===== config.mk =====
export PLATFORM = sky130hd
export DESIGN_NAME = mix_product_accumulator
export DESIGN_NICKNAME = d
export VERILOG_FILES = /design/src/rtl/mix_product_accumulator.sv
export SDC_FILE = /design/constraint.sdc
export NUM_CORES = 1
export LEC_CHECK = 0
export ABC_AREA = 0
export BUFFER_PORTS_ARGS = -buffer_cell sky130_fd_sc_hd__clkbuf_2
export CORE_MARGIN = 10
export CORE_UTILIZATION = 49
export CTS_CLUSTER_SIZE = 10
export DETAILED_ROUTE_END_ITERATION = 8
export PLACE_DENSITY_LB_ADDON = 0.05
export SLEW_MARGIN = 20
export SYNTH_ARGS = -nofsm -noshare
export SYNTH_HDL_FRONTEND = slang
export SYNTH_SLANG_ARGS = --single-unit

===== constraint.sdc =====
create_clock -name clk -period 2.1 [get_ports clk]
set_input_delay 0.105 -clock clk [delete_from_list [all_inputs] [get_ports clk]]
set_output_delay 0.105 -clock clk [all_outputs]
set_load 0.1 [all_outputs]

===== src/rtl/mix_product_accumulator.sv =====
// mix_product_accumulator: sums 8-bit (a+b)*(c+d) product beats into a
// saturating packet total. A packet closes on an in_last beat or on the
// MAX_COUNT-th beat. The closed result is held until the consumer takes it.
//
// Ports:
//   clk, rst_n    clock, asynchronous active-low reset
//   clr           synchronous abort of the packet or held result
//   in_valid      product beat valid
//   in_ready      beat accepted when high (depends only on state)
//   in_product    8-bit product beat
//   in_last       final beat of the packet
//   out_valid     packet result valid
//   out_ready     consumer accepts the result
//   out_sum       saturated packet sum
//   out_count     number of beats in the packet
//   out_overflow  sum saturated somewhere in the packet
module mix_product_accumulator #(
  parameter int unsigned ACC_W     = 10,
  parameter int unsigned MAX_COUNT = 8,
  localparam int unsigned CNT_W    = $clog2(MAX_COUNT + 1)
) (
  input  logic             clk,
  input  logic             rst_n,
  input  logic             clr,
  input  logic             in_valid,
  output logic             in_ready,
  input  logic [7:0]       in_product,
  input  logic             in_last,
  output logic             out_valid,
  input  logic             out_ready,
  output logic [ACC_W-1:0] out_sum,
  output logic [CNT_W-1:0] out_count,
  output logic             out_overflow
);

  localparam int unsigned SUM_W = ACC_W + 1;
  localparam logic [CNT_W-1:0] CNT_MAX = CNT_W'(MAX_COUNT);

  typedef enum logic [0:0] {
    ST_ACC = 1'b0,
    ST_OUT = 1'b1
  } state_e;

  state_e state_q, state_d;

  logic [ACC_W-1:0] acc_q, acc_d;
  logic [CNT_W-1:0] cnt_q, cnt_d;
  logic             ovf_q, ovf_d;
  logic [ACC_W-1:0] out_sum_q, out_sum_d;
  logic [CNT_W-1:0] out_count_q, out_count_d;
  logic             out_ovf_q, out_ovf_d;

  logic [SUM_W-1:0] sum_ext;
  logic [ACC_W-1:0] sum_sat;
  logic             clamp;
  logic [CNT_W-1:0] cnt_inc;
  logic             accept;
  logic             close;

  // Beat arithmetic: one extra bit catches the carry used for saturation.
  always_comb begin
    sum_ext = {1'b0, acc_q} + SUM_W'(in_product);
    clamp   = sum_ext[ACC_W];
    sum_sat = clamp ? {ACC_W{1'b1}} : sum_ext[ACC_W-1:0];
    cnt_inc = cnt_q + CNT_W'(1);
    // clr drops any beat presented alongside it
    accept  = in_valid & in_ready & ~clr;
    // in_last and the count limit on the same beat still close only once
    close   = accept & (in_last | (cnt_inc == CNT_MAX));
  end

  // State register.
  always_ff @(posedge clk or negedge rst_n) begin
    if (!rst_n) begin
      state_q <= ST_ACC;
    end else begin
      state_q <= state_d;
    end
  end

  // Next-state logic; clr wins over close and hand-off.
  always_comb begin
    state_d = state_q;
    if (clr) begin
      state_d = ST_ACC;
    end else begin
      unique case (state_q)
        ST_ACC: if (close)     state_d = ST_OUT;
        ST_OUT: if (out_ready) state_d = ST_ACC;
        default:               state_d = ST_ACC;
      endcase
    end
  end

  // Handshake outputs decode the state register only.
  always_comb begin
    in_ready  = 1'b0;
    out_valid = 1'b0;
    unique case (state_q)
      ST_ACC:  in_ready  = 1'b1;
      ST_OUT:  out_valid = 1'b1;
      default: in_ready  = 1'b1;
    endcase
  end

  // Accumulator and result register next values.
  always_comb begin
    acc_d       = acc_q;
    cnt_d       = cnt_q;
    ovf_d       = ovf_q;
    out_sum_d   = out_sum_q;
    out_count_d = out_count_q;
    out_ovf_d   = out_ovf_q;
    if (clr) begin
      acc_d = '0;
      cnt_d = '0;
      ovf_d = 1'b0;
    end else if (close) begin
      out_sum_d   = sum_sat;
      out_count_d = cnt_inc;
      out_ovf_d   = ovf_q | clamp;
      acc_d       = '0;
      cnt_d       = '0;
      ovf_d       = 1'b0;
    end else if (accept) begin
      acc_d = sum_sat;
      cnt_d = cnt_inc;
      ovf_d = ovf_q | clamp;
    end
  end

  // Datapath registers.
  always_ff @(posedge clk or negedge rst_n) begin
    if (!rst_n) begin
      acc_q       <= '0;
      cnt_q       <= '0;
      ovf_q       <= 1'b0;
      out_sum_q   <= '0;
      out_count_q <= '0;
      out_ovf_q   <= 1'b0;
    end else begin
      acc_q       <= acc_d;
      cnt_q       <= cnt_d;
      ovf_q       <= ovf_d;
      out_sum_q   <= out_sum_d;
      out_count_q <= out_count_d;
      out_ovf_q   <= out_ovf_d;
    end
  end

  assign out_sum      = out_sum_q;
  assign out_count    = out_count_q;
  assign out_overflow = out_ovf_q;

endmodule


After elaboration in Yosys (flattened, before gate mapping)

Cells that the tools add are included.

Flip-flop bits (word level): 31
Bits in latches: 0
Memory bits (writable): 0
Memory bits (read-only): 0
Input bits: 14
Output and inout bits: 17
Logic and storage cells: 35
Memories: 0

Add/subtract/negate cells: 2
Multipliers: 0
Divide/modulo/power cells: 0
Magnitude comparators: 0
Equality and inequality tests: 1
Shift-type cells: 0
Mux-type cells: 16
Bitwise operators: 7
Reductions and logical operators: 2

Operator list:

| kind                | count |
|---|---|
| $mux 10             | 4 |
| $mux 4              | 3 |
| $add 10x8->11       | 1 |
| $mux 1              | 8 |
| $add 4x1->4 const B | 1 |
| $eq 4x4->1 const B  | 1 |
| $and 1x1->1         | 3 |
| $reduce_bool 3->1   | 1 |
| $not 1->1           | 2 |
| $or 1x1->1          | 2 |
| $pmux 1 s2          | 1 |
| $reduce_and 2->1    | 1 |

Longest topological paths before layout

Gate-level depths: netlist (run 1).

Word-level depth: 7
Mapped depth: 8
Depth with buffers taken out: 7

Least setup slack after synthesis (run 1)

OpenSTA, ideal clock, no wires.

Path kind: register -> register
Start: reg state_q
End: reg out_count_q[1], in the netlist out_count[1]
Data arrival time: 2639 ps
Path slack: -665 ps
Cell stages (with the launch flop): 6
Path buffers: 1
Clock period less this slack: 2765 ps
Cell sequence: dfrtp_1 > inv_1 > nand3b_1 > o21bai_1 > buf_2 > mux2_2

Longest elaborated chain between the ends: 5

Ends and longest elaborated chain:

| item                              | line | source |
|---|---|---|
| start, declared                   | 44   | `state_e state_q, state_d;` |
| start signal, assigned            | 77   | `state_q <= state_d;` |
| $mux 1                            | 99   | `unique case (state_q)` |
| via in_ready                      | 26   | `output logic in_ready,` |
| $and 1x1->1 (2 in series)         | 67   | `accept = in_valid & in_ready & ~clr;` |
| $and 1x1->1                       | 69   | `close = accept & (in_last \| (cnt_inc == CNT_MAX));` |
| $reduce_and 2->1 (no source line) | -    |  |
| end signal, assigned              | 146  | `out_count_q <= out_count_d;` |
| end, declared                     | 50   | `logic [CNT_W-1:0] out_count_q, out_count_d;` |

The timed path passes the listed nets, and every way through them passes these cells.
A chain may end at the register's enable or synchronous reset.

Worst setup path in the final report (run 1)

Start: reg acc_q[0]
End: reg acc_q[7]

Longest elaborated chain between the ends: 5

Ends and longest elaborated chain:

| item                   | line | source |
|---|---|---|
| start, declared        | 46   | `logic [ACC_W-1:0] acc_q, acc_d;` |
| start signal, assigned | 135  | `acc_q <= '0;` |
| start signal, assigned | 142  | `acc_q <= acc_d;` |
| $add 10x8->11          | 62   | `sum_ext = {1'b0, acc_q} + SUM_W'(in_product);` |
| $mux 10                | 64   | `sum_sat = clamp ? {ACC_W{1'b1}} : sum_ext[ACC_W-1:0];` |
| $mux 10                | 125  | `end else if (accept) begin` |
| $mux 10                | 118  | `end else if (close) begin` |
| $mux 10                | 114  | `if (clr) begin` |

No other way between the ends. The select of a mux whose other input is x is not followed.

==> results, run 1 <==
- The proportion of power drawn by the clock network is 0.210.
- For this run, the detailed router's first-pass iteration total came to 4.
- The initial antenna violation count was 0.
- The endpoint kind of the worst setup timing path is a flip-flop.
- The maximum fanout encountered on the critical timing path is 5.
- The final non-filler cell area is about 0.0021 mm2.
- Setup repair after global routing could not meet its margin everywhere.
- The worst-case hold slack is 0.162 ns.
- Counting I/O delays and the setup requirement, the final critical path takes a little over 2 ns.
- The number of unique standard cell types used by synthesis is 42.
- The number of I/O pins is 31.
- Counting every instance in the synthesized netlist gives between 150 and 200.
- The top routing layer in use is met4.
- The share of the Yosys chip area taken by registers is 0.468.
- The share of total power dissipated in sequential elements is 0.399.
- The TritonCTS clock tree is yes.
- The relative slew slack is 0.495.
- The internal power contribution is around 960 uW.
- The number of remaining DRC errors is 0.
- After detailed routing, the total wire length is about 3800 um.
- The path with the worst hold slack has its endpoint at out_overflow.
- Detailed routing placed a total of around 1800 um of wire on met2.
- The number of setup violations in the final report is 0.
- Summed over all failing endpoints, the final setup total negative slack is 0 ns.
- Clock-pin slew was measured on the worst setup and hold paths at about 0.10 ns.
- Summed over all nets, the switching power comes to between 700 and 800 uW.
- The first routing iteration left between 60 and 70 violations.
- Entering global routing, the biggest net connects 32 pins.
- 0 antenna diodes ended up in the layout.
- STA classifies the critical path startpoint as a flip-flop.
- The worst hold-check path type is in2reg.
- The count of nets left with antenna violations once routing finished came out at 0.
- The overall die height is ~80 um.
- Counting cells, the worst reg-to-reg path comes to 8.
- The total die area is ~0.0061 mm2.
- The cell depth of the worst min-delay path is 4.
- The cell area after placement is 0.00191 mm2.
- The tool flagged a number of max-cap violations equal to 0.
- In this run the standard cell core region covers 0.00331 mm2.
- Data on the critical path is required at its endpoint by 2.30 ns.
- The overall track demand over capacity in global routing is 0.130.
- Counting every net in the synthesized netlist gives 195.
- Across the VDD grid, the largest voltage drop is 0.403 mV.
- Dividing the detail-routed wire length by the instance count gives about 14 um.
- A synthesized cell averages a little under 10 um2.
- In this run the critical register-to-register path is captured at acc_q[7].
- The total number of H-tree levels is 2.
- The total leakage power is about 0.00098 uW.
- The HPWL after detailed placement is about 2800 um.
- Of the total power, combinational logic draws 0.391.
- For this run the aggregate overflow at the end of global routing stands at 0.
- The master cell of the clock root buffer is clkbuf_4.
- The layout overhead on the synthesized area is 26.5%.
- The critical hold path startpoint is in_last.
- Based on the critical path, the design can be clocked at up to ~490 MHz.
- The flow ran to the end, and the final reports show no timing, DRC or antenna violations.
- Dividing the detail-routed via count by the number of cells gives 5.20.
- For the final database, setup skew stands at roughly 0.014 ns.
- Buffers inserted during clock tree synthesis total 5.
- The met1 wire length is 1740 um.
- The launching point of the worst reg2reg path is acc_q[0].
- The via count of the first global-routing pass came to 1,402.
- For this run, the post-layout net count is 240.
- The total number of vias is 1,367.
- The count of buffers from port buffering is 30.
- Summing every instance area after synthesis gives between 0.0015 and 0.002 mm2.
- Data arrives at the worst endpoint at approximately 2.2 ns.
- The number of max-slew violations in the final report was 0.
- The worst-skew pair later-pin latency is roughly 0.32 ns.
- Of the total power, the share spent switching nets is 0.448.
- The number of core rows is 21.
- The worst setup path is of the reg2reg kind.
- The power density over the cells is 829 mW/mm2.
- The flip-flop and latch count after synthesis is 31.
- In the final layout, the share of cells above drive strength 1 is 0.323.
- The first-pass GRT wire length is around 6500 um.
- The slew at the pin closest to its max-slew limit is around 0.76 ns.
- The count of warnings emitted by yosys is 0.
- In this run the deepest clock path goes through 2 buffers.
- Dividing the final minimum period by the clock period gives 0.969.
- The sink count of the clock tree is 31.
- Power comes to ~1700 uW.
- Summed over all nets, wire length on met3 after detailed routing comes to ~200 um.
- In this run the horizontal extent of the chip is 78.1 um.
- Routability-driven placement finished with a final weighted congestion of between 0.8 and 0.9.
- The number of hold-slack violations in the final timing report came to 0.
- The setup check on the worst reg-to-reg path leaves a slack of around 0.064 ns.
- The initial utilization of the core area, before any placement, comes to 0.500.
[power groups by stage]
stage	clock network [uW]	registers, uW	logic [uW]
final	365	694	679
after global routing	413	702	718
after CTS	377	694	663
after detailed placement	0	706	650
after global placement	0	702	650
after floorplan	0	1070	156
[worst max-delay path by stage]
stage	startpoint	to	slack, ns	cells after the start
2_1_floorplan	state_q	out_count[1]	-0.08	5
3_3_place_gp	acc_q[0]	acc_q[4]	-0.04	8
3_5_place_dp	acc_q[0]	acc_q[4]	-0.1	8
4_1_cts	acc_q[0]	acc_q[9]	-0.02	7
5_1_grt	acc_q[0]	acc_q[9]	-0.07	7
6_report	acc_q[0]	acc_q[7]	0.06	8
[routing by layer]
metal | track usage | vias up
li1 | - | 701
met1 | 0.158 | 629
met2 | 0.200 | 31
met3 | 0.0535 | 6
met4 | 0.0520 | 0
met5 | 0 | -
[cells in the final DEF, fill, tap and decap left out, types with 2 or more instances in the layout]
| cell | instances |
|---|---|
| nor2_1 | 7 |
| ha_1 | 8 |
| clkbuf_2 | 30 |
| a21o_1 | 4 |
| xor2_1 | 3 |
| dlygate4sd3_1 | 3 |
| o21ai_0 | 14 |
| nand2b_1 | 2 |
| buf_4 | 10 |
| o31ai_1 | 3 |
| dfrtp_1 | 30 |
| nand2_1 | 27 |
| a21oi_2 | 2 |
| nand3b_1 | 2 |
| xnor2_1 | 4 |
| o21ai_1 | 13 |
| a21oi_1 | 11 |
| nor2_4 | 4 |
| clkbuf_4 | 5 |
| or3_1 | 2 |
| nor2b_1 | 2 |
[registers in the layout (all words and copies together) (netlist names)]
| signal | cells |
|---|---|
| state_q | 1 |
| cnt_q | 4 |
| out_count | 4 |
| acc_q | 10 |
| out_overflow | 1 |
| out_sum | 10 |
| ovf_q | 1 |
[per-stage QoR]
stage,setup WS (ns),util,std cells
after floorplan,-0.0815,-,171
after global placement,-0.0396,0.576,248
after detailed placement,-0.0988,0.576,248
after CTS,-0.0163,0.612,259
after global routing,-0.0707,0.633,263
final,0.0643,0.633,263
[worst max-delay path, stage by stage, from the launching register on]
cell and delay, ns:
dfrtp_1 0.39, ha_2 0.19, fa_2 0.34, a21o_1 0.20
a221oi_4 0.31, a21boi_4 0.13, buf_4 0.17, a22oi_2 0.13
o21ai_1 0.08
[cell type report]
cell class	count	area (um2)
clock inverter	1	5.00
timing repair buffer	44	267
tap	46	57.6
fill	304	1210
clock buffer	7	55.1
inverter	2	11.3
sequential	31	779
multi-input combinational	132	921
[Yosys cell counts (all sizes together)]
cell type / n / area, um2
inv: 2 / 7.51
and4: 1 / 8.76
nor2: 12 / 45.0
a31o: 1 / 8.76
nand2: 27 / 101
ha: 9 / 113
dfrtp: 31 / 776
or3: 2 / 12.5
o21bai: 1 / 7.51
a22oi: 1 / 12.5
clkbuf: 3 / 11.3
buf: 3 / 21.3
xor2: 3 / 26.3
or2: 1 / 6.26
a31oi: 1 / 6.26
mux2: 1 / 11.3
o211ai: 1 / 7.51
o21ai: 27 / 135
a211oi: 1 / 7.51
fa: 1 / 20.0
nor2b: 3 / 26.3
a221oi: 1 / 15.0
a21oi: 13 / 68.8
a311oi: 1 / 15.0
nor3: 2 / 15.0
a22o: 1 / 8.76
nand3b: 2 / 15.0
or2b: 1 / 8.76
o31ai: 3 / 22.5
nand4: 1 / 6.26
and3: 1 / 6.26
nand3: 1 / 5.00
xnor2: 4 / 35.0
a21boi: 1 / 11.3
a21o: 4 / 30.0
a21bo: 1 / 10.0
nand2b: 2 / 12.5
[cells by family (layout without fill, tap and decap cells)]
logic type / count (synthesis) / after routing / synth area share
buf+inv: 8 / 54 / 0.0242
xor+xnor: 7 / 7 / 0.0370
simple gates: 56 / 56 / 0.162
fa+ha+maj: 10 / 10 / 0.0801
compound gates: 58 / 58 / 0.221
mux: 1 / 1 / 0.00680
flops: 31 / 31 / 0.468
[timing repair]
action | CTS | global route
hold buffers | 3 | 0
endpoints found under the hold margin | 32 | 0
resized for setup | 8 | 8
buffers inserted | 0 | 4
pin swaps | 5 | 7
endpoints found under the setup margin | 20 | 23
Note: power is estimated with default switching activity, not from simulation.
==> run 2: changes to the inputs <==
--- a/config.mk
+++ b/config.mk
@@ -9,8 +9,10 @@
 export BUFFER_PORTS_ARGS = -buffer_cell sky130_fd_sc_hd__clkbuf_2
 export CORE_MARGIN = 10
 export CORE_UTILIZATION = 49
+export CTS_CLUSTER_DIAMETER = 200
 export CTS_CLUSTER_SIZE = 10
 export DETAILED_ROUTE_END_ITERATION = 8
+export GPL_TIMING_DRIVEN = 0
 export PLACE_DENSITY_LB_ADDON = 0.05
 export SLEW_MARGIN = 20
 export SYNTH_ARGS = -nofsm -noshare
==> results, run 2 (synthesis gave the netlist of run 1 again) <==
- The run finished, with violations left.
- The final reports fail on setup timing.
- The number of buffers inserted during clock tree synthesis is 5 (unchanged).
- The critical hold path startpoint is in_product[0].
- The maximum number of pins on one net before global-route repair is 32 (unchanged).
- The final period utilization is 1.02 (+0.0480).
- The layout cell share with drive strength beyond 1 is 0.338 (+0.0154).
- The number of buffer and inverter instances along the worst setup path was 0 (-1).
- The total die area is 0.00611 mm2 (unchanged).
- The worst-skew pair later-pin latency is 0.34 ns (+0.02 ns).
- The number of DRC markers in iteration 0 is 55 (-14%).
- The cell depth of the worst min-delay path is 4 (unchanged).
- STA classifies the critical path startpoint as a flip-flop.
- The library cells used most frequently in the layout, excluding fill and tap cells, are 30 x dfrtp_1, 30 x clkbuf_2, 27 x nand2_1, 13 x o21ai_1, 12 x o21ai_0.
- The launching point of the worst reg2reg path is acc_q[0].
- The final worst clock skew is 0.0113 ns (-0.00222 ns).
- The overall overflow remaining after global route is 0 (unchanged).
- The worst hold-check path type is in2reg.
- The number of remaining DRC errors is 0 (unchanged).
- The sink count of the clock tree is 31 (unchanged).
- The largest stage delay on the critical path is 0.43 ns (+0.04 ns).
- The number of max-slew violations in the final report is 0 (unchanged).
- The number of setup violations in the final report is 4 (+4).
- The layout overhead on the synthesized area is 30.4%.
- The final total negative setup slack came to -0.0859 ns (-0.0859 ns).
- The sum of internal, switching and leakage power came to 1880 uW (+8.0%).
- The max-capacitance violation count is 0 (unchanged).
- The first-pass GRT wire length was 6670 um (+2.6%).
- The count of buffers from port buffering was 30 (unchanged).
- The final-layout fill cell count is 291 (-4.3%).
- The kind of cell adding the most delay to the critical path is compound AO/OA/AOI/OAI gates.
- The register-to-register path setup slack came to -0.04 ns (-0.10 ns).
- The final RePlAce weighted congestion is 0.894 (+0.99%).
- The worst path arrival time came to 2.35 ns (+0.11 ns).
- The critical path is of the reg2reg type.
- The cell total after placement came to 247 (-0.40%).
- The clock input transition at the sequential cells of the worst setup and hold paths came to 0.10 ns (about the same).
- The number of core rows is 21 (unchanged).
- The relative slew slack is 0.482 (-0.0135).
- The area used by multi-input combinational logic is 972 um2 (+5.6%).
- The maximum frequency from static timing analysis is 468 MHz (-4.7%).
- The initial antenna violation count is 0 (unchanged).
- The number of hold-slack violations in the final timing report is 0 (unchanged).
- The total number of vias is 1,413 (+3.4%).
- The worst path required time is 2.31 ns (about the same).
- For this design, the slowest cell found on the critical path is dfrtp_1.
- The minimum clock period came to 2.14 ns (+0.101 ns).
- The overall routed net length was 4090 um (+7.9%).
- The maximum fanout encountered on the critical timing path came to 4 (-1).
- The buffer depth of the longest clock path is 2 (unchanged).
- The worst flop-to-flop path endpoint is acc_q[9].
- The final cell count without fillers came to 262 (-0.38%).
- The area inside the core boundary is 0.00331 mm2 (unchanged).
- The logic depth of the worst register-to-register path came to 7 (-1).
- The via density per instance is 5.39 (+3.8%).
- The worst setup path is captured at a flip-flop.
- The number of I/O pins came to 31 (unchanged).
- The slew at the pin closest to its max-slew limit was 0.777 ns (+0.0203 ns).
- The overall die height was 78.1 um (unchanged).
- The master cell of the clock root buffer is clkbuf_4.
- The overall track demand over capacity in global routing is 0.137 (+0.00646).
- Setup repair after global routing could not meet its margin everywhere.
- The layout net count is 239 (-0.42%).
- The effective utilization at floorplan is 0.500 (unchanged).
- The power density over the cells was 869 mW/mm2 (+4.8%).
- The via count of the first global-routing pass is 1,440 (+2.7%).
- The highest ir drop seen on vdd is 0.470 mV (+17%).
- The HPWL after detailed placement came to 2850 um (+3.5%).
- The total number of H-tree levels is 2 (unchanged).
- The worst setup margin was -0.0365 ns (-0.101 ns).
- The worst hold path terminates at acc_q[0].
- The signal on the critical path passes through ha_4, fa_2, a21o_1, a221oi_4, a21boi_4, a311oi_2, o211ai_1.
- The die boundary width is 78.1 um (unchanged).
- The total leakage power is 0.000994 uW (+1.4%).
- The antenna violation net count after detailed routing came to 0 (unchanged).
- The area taken by flip-flops and latches came to 779 um2 (unchanged).
- The detail-routed net length per standard cell came to 15.6 um (+8.3%).
- The total inserted antenna cells is 0 (unchanged).
- The first-pass iteration count of the detailed router is 4 (unchanged).
- The TritonCTS clock tree is yes.
- The worst-case hold slack is 0.190 ns (+0.0286 ns).
run 2: cell count changes in the layout (fill, tap and decap cells not counted), moves of 2 or more:
cell	delta
nor2_1	-3
buf_4	-7
nor2_4	+4
buf_6	+2
o21ai_0	-2
o21ai_2	+2
clkbuf_1	+2
run 2: worst min-delay path, delay by kind of cell:
family | cells | cell delay (ns)
AND/OR/NAND/NOR | 1 | 0.03
AO/OA/AOI/OAI | 1 | 0.11
buffers and inverters | 1 | 0.11
adder cells (fa/ha/maj) | 1 | 0.14
run 2: how the worst max path moves through the flow:
| stage | from | to | slack [ns] | cells past startpoint |
|---|---|---|---|---|
| after floorplan | state_q | out_count[1] | -0.08 | 5 |
| after global placement | acc_q[0] | out_sum[3] | -0.15 | 8 |
| after detailed placement | acc_q[0] | acc_q[2] | -0.18 | 8 |
| after CTS | acc_q[0] | acc_q[9] | 0.002 | 7 |
| after global routing | acc_q[0] | out_sum[9] | -0.13 | 7 |
| final | acc_q[0] | acc_q[9] | -0.04 | 7 |
run 2: metal layers:
layer / track usage / share of wire / up-vias
met5: 0 / 0 / -
met4: 0.0484 / 0.013 / 0
met3: 0.0478 / 0.051 / 5
met2: 0.225 / 0.49 / 30
met1: 0.161 / 0.44 / 683
li1: - / - / 695
run 2: what timing repair did:
action                                 CTS  global route
setup endpoints to repair               22            22
pin swaps                                3             5
gates resized for setup                  9            21
endpoints found under the hold margin   32             0
gates cloned                             1             0
setup buffers                            2             1
hold buffers                             3             0
run 2: per-stage QoR:
step | setup slack [ns] | utilization | instance area, um2
5_1_grt | -0.134 | 0.652 | 2160
3_5_place_dp | -0.185 | 0.572 | 1890
2_1_floorplan | -0.0815 | - | 1690
3_3_place_gp | -0.151 | 0.572 | 1890
4_1_cts | 0.00222 | 0.622 | 2060
6_report | -0.0365 | 0.652 | 2160
run 2: power by group:
part | internal (uW) | switching [uW]
clock network | 281 | 209
registers | 657 | 35.7
logic | 144 | 549
run 2: final cells by class:
type / instances / area share
flip-flops and latches: 31 / 0.361
well taps: 46 / 0.0267
clock buffers: 6 / 0.0238
plain buffers: 6 / 0.0180
clock inverters: 2 / 0.0162
inverters: 2 / 0.00521
multi-input cells: 132 / 0.450
repair buffers: 37 / 0.0991
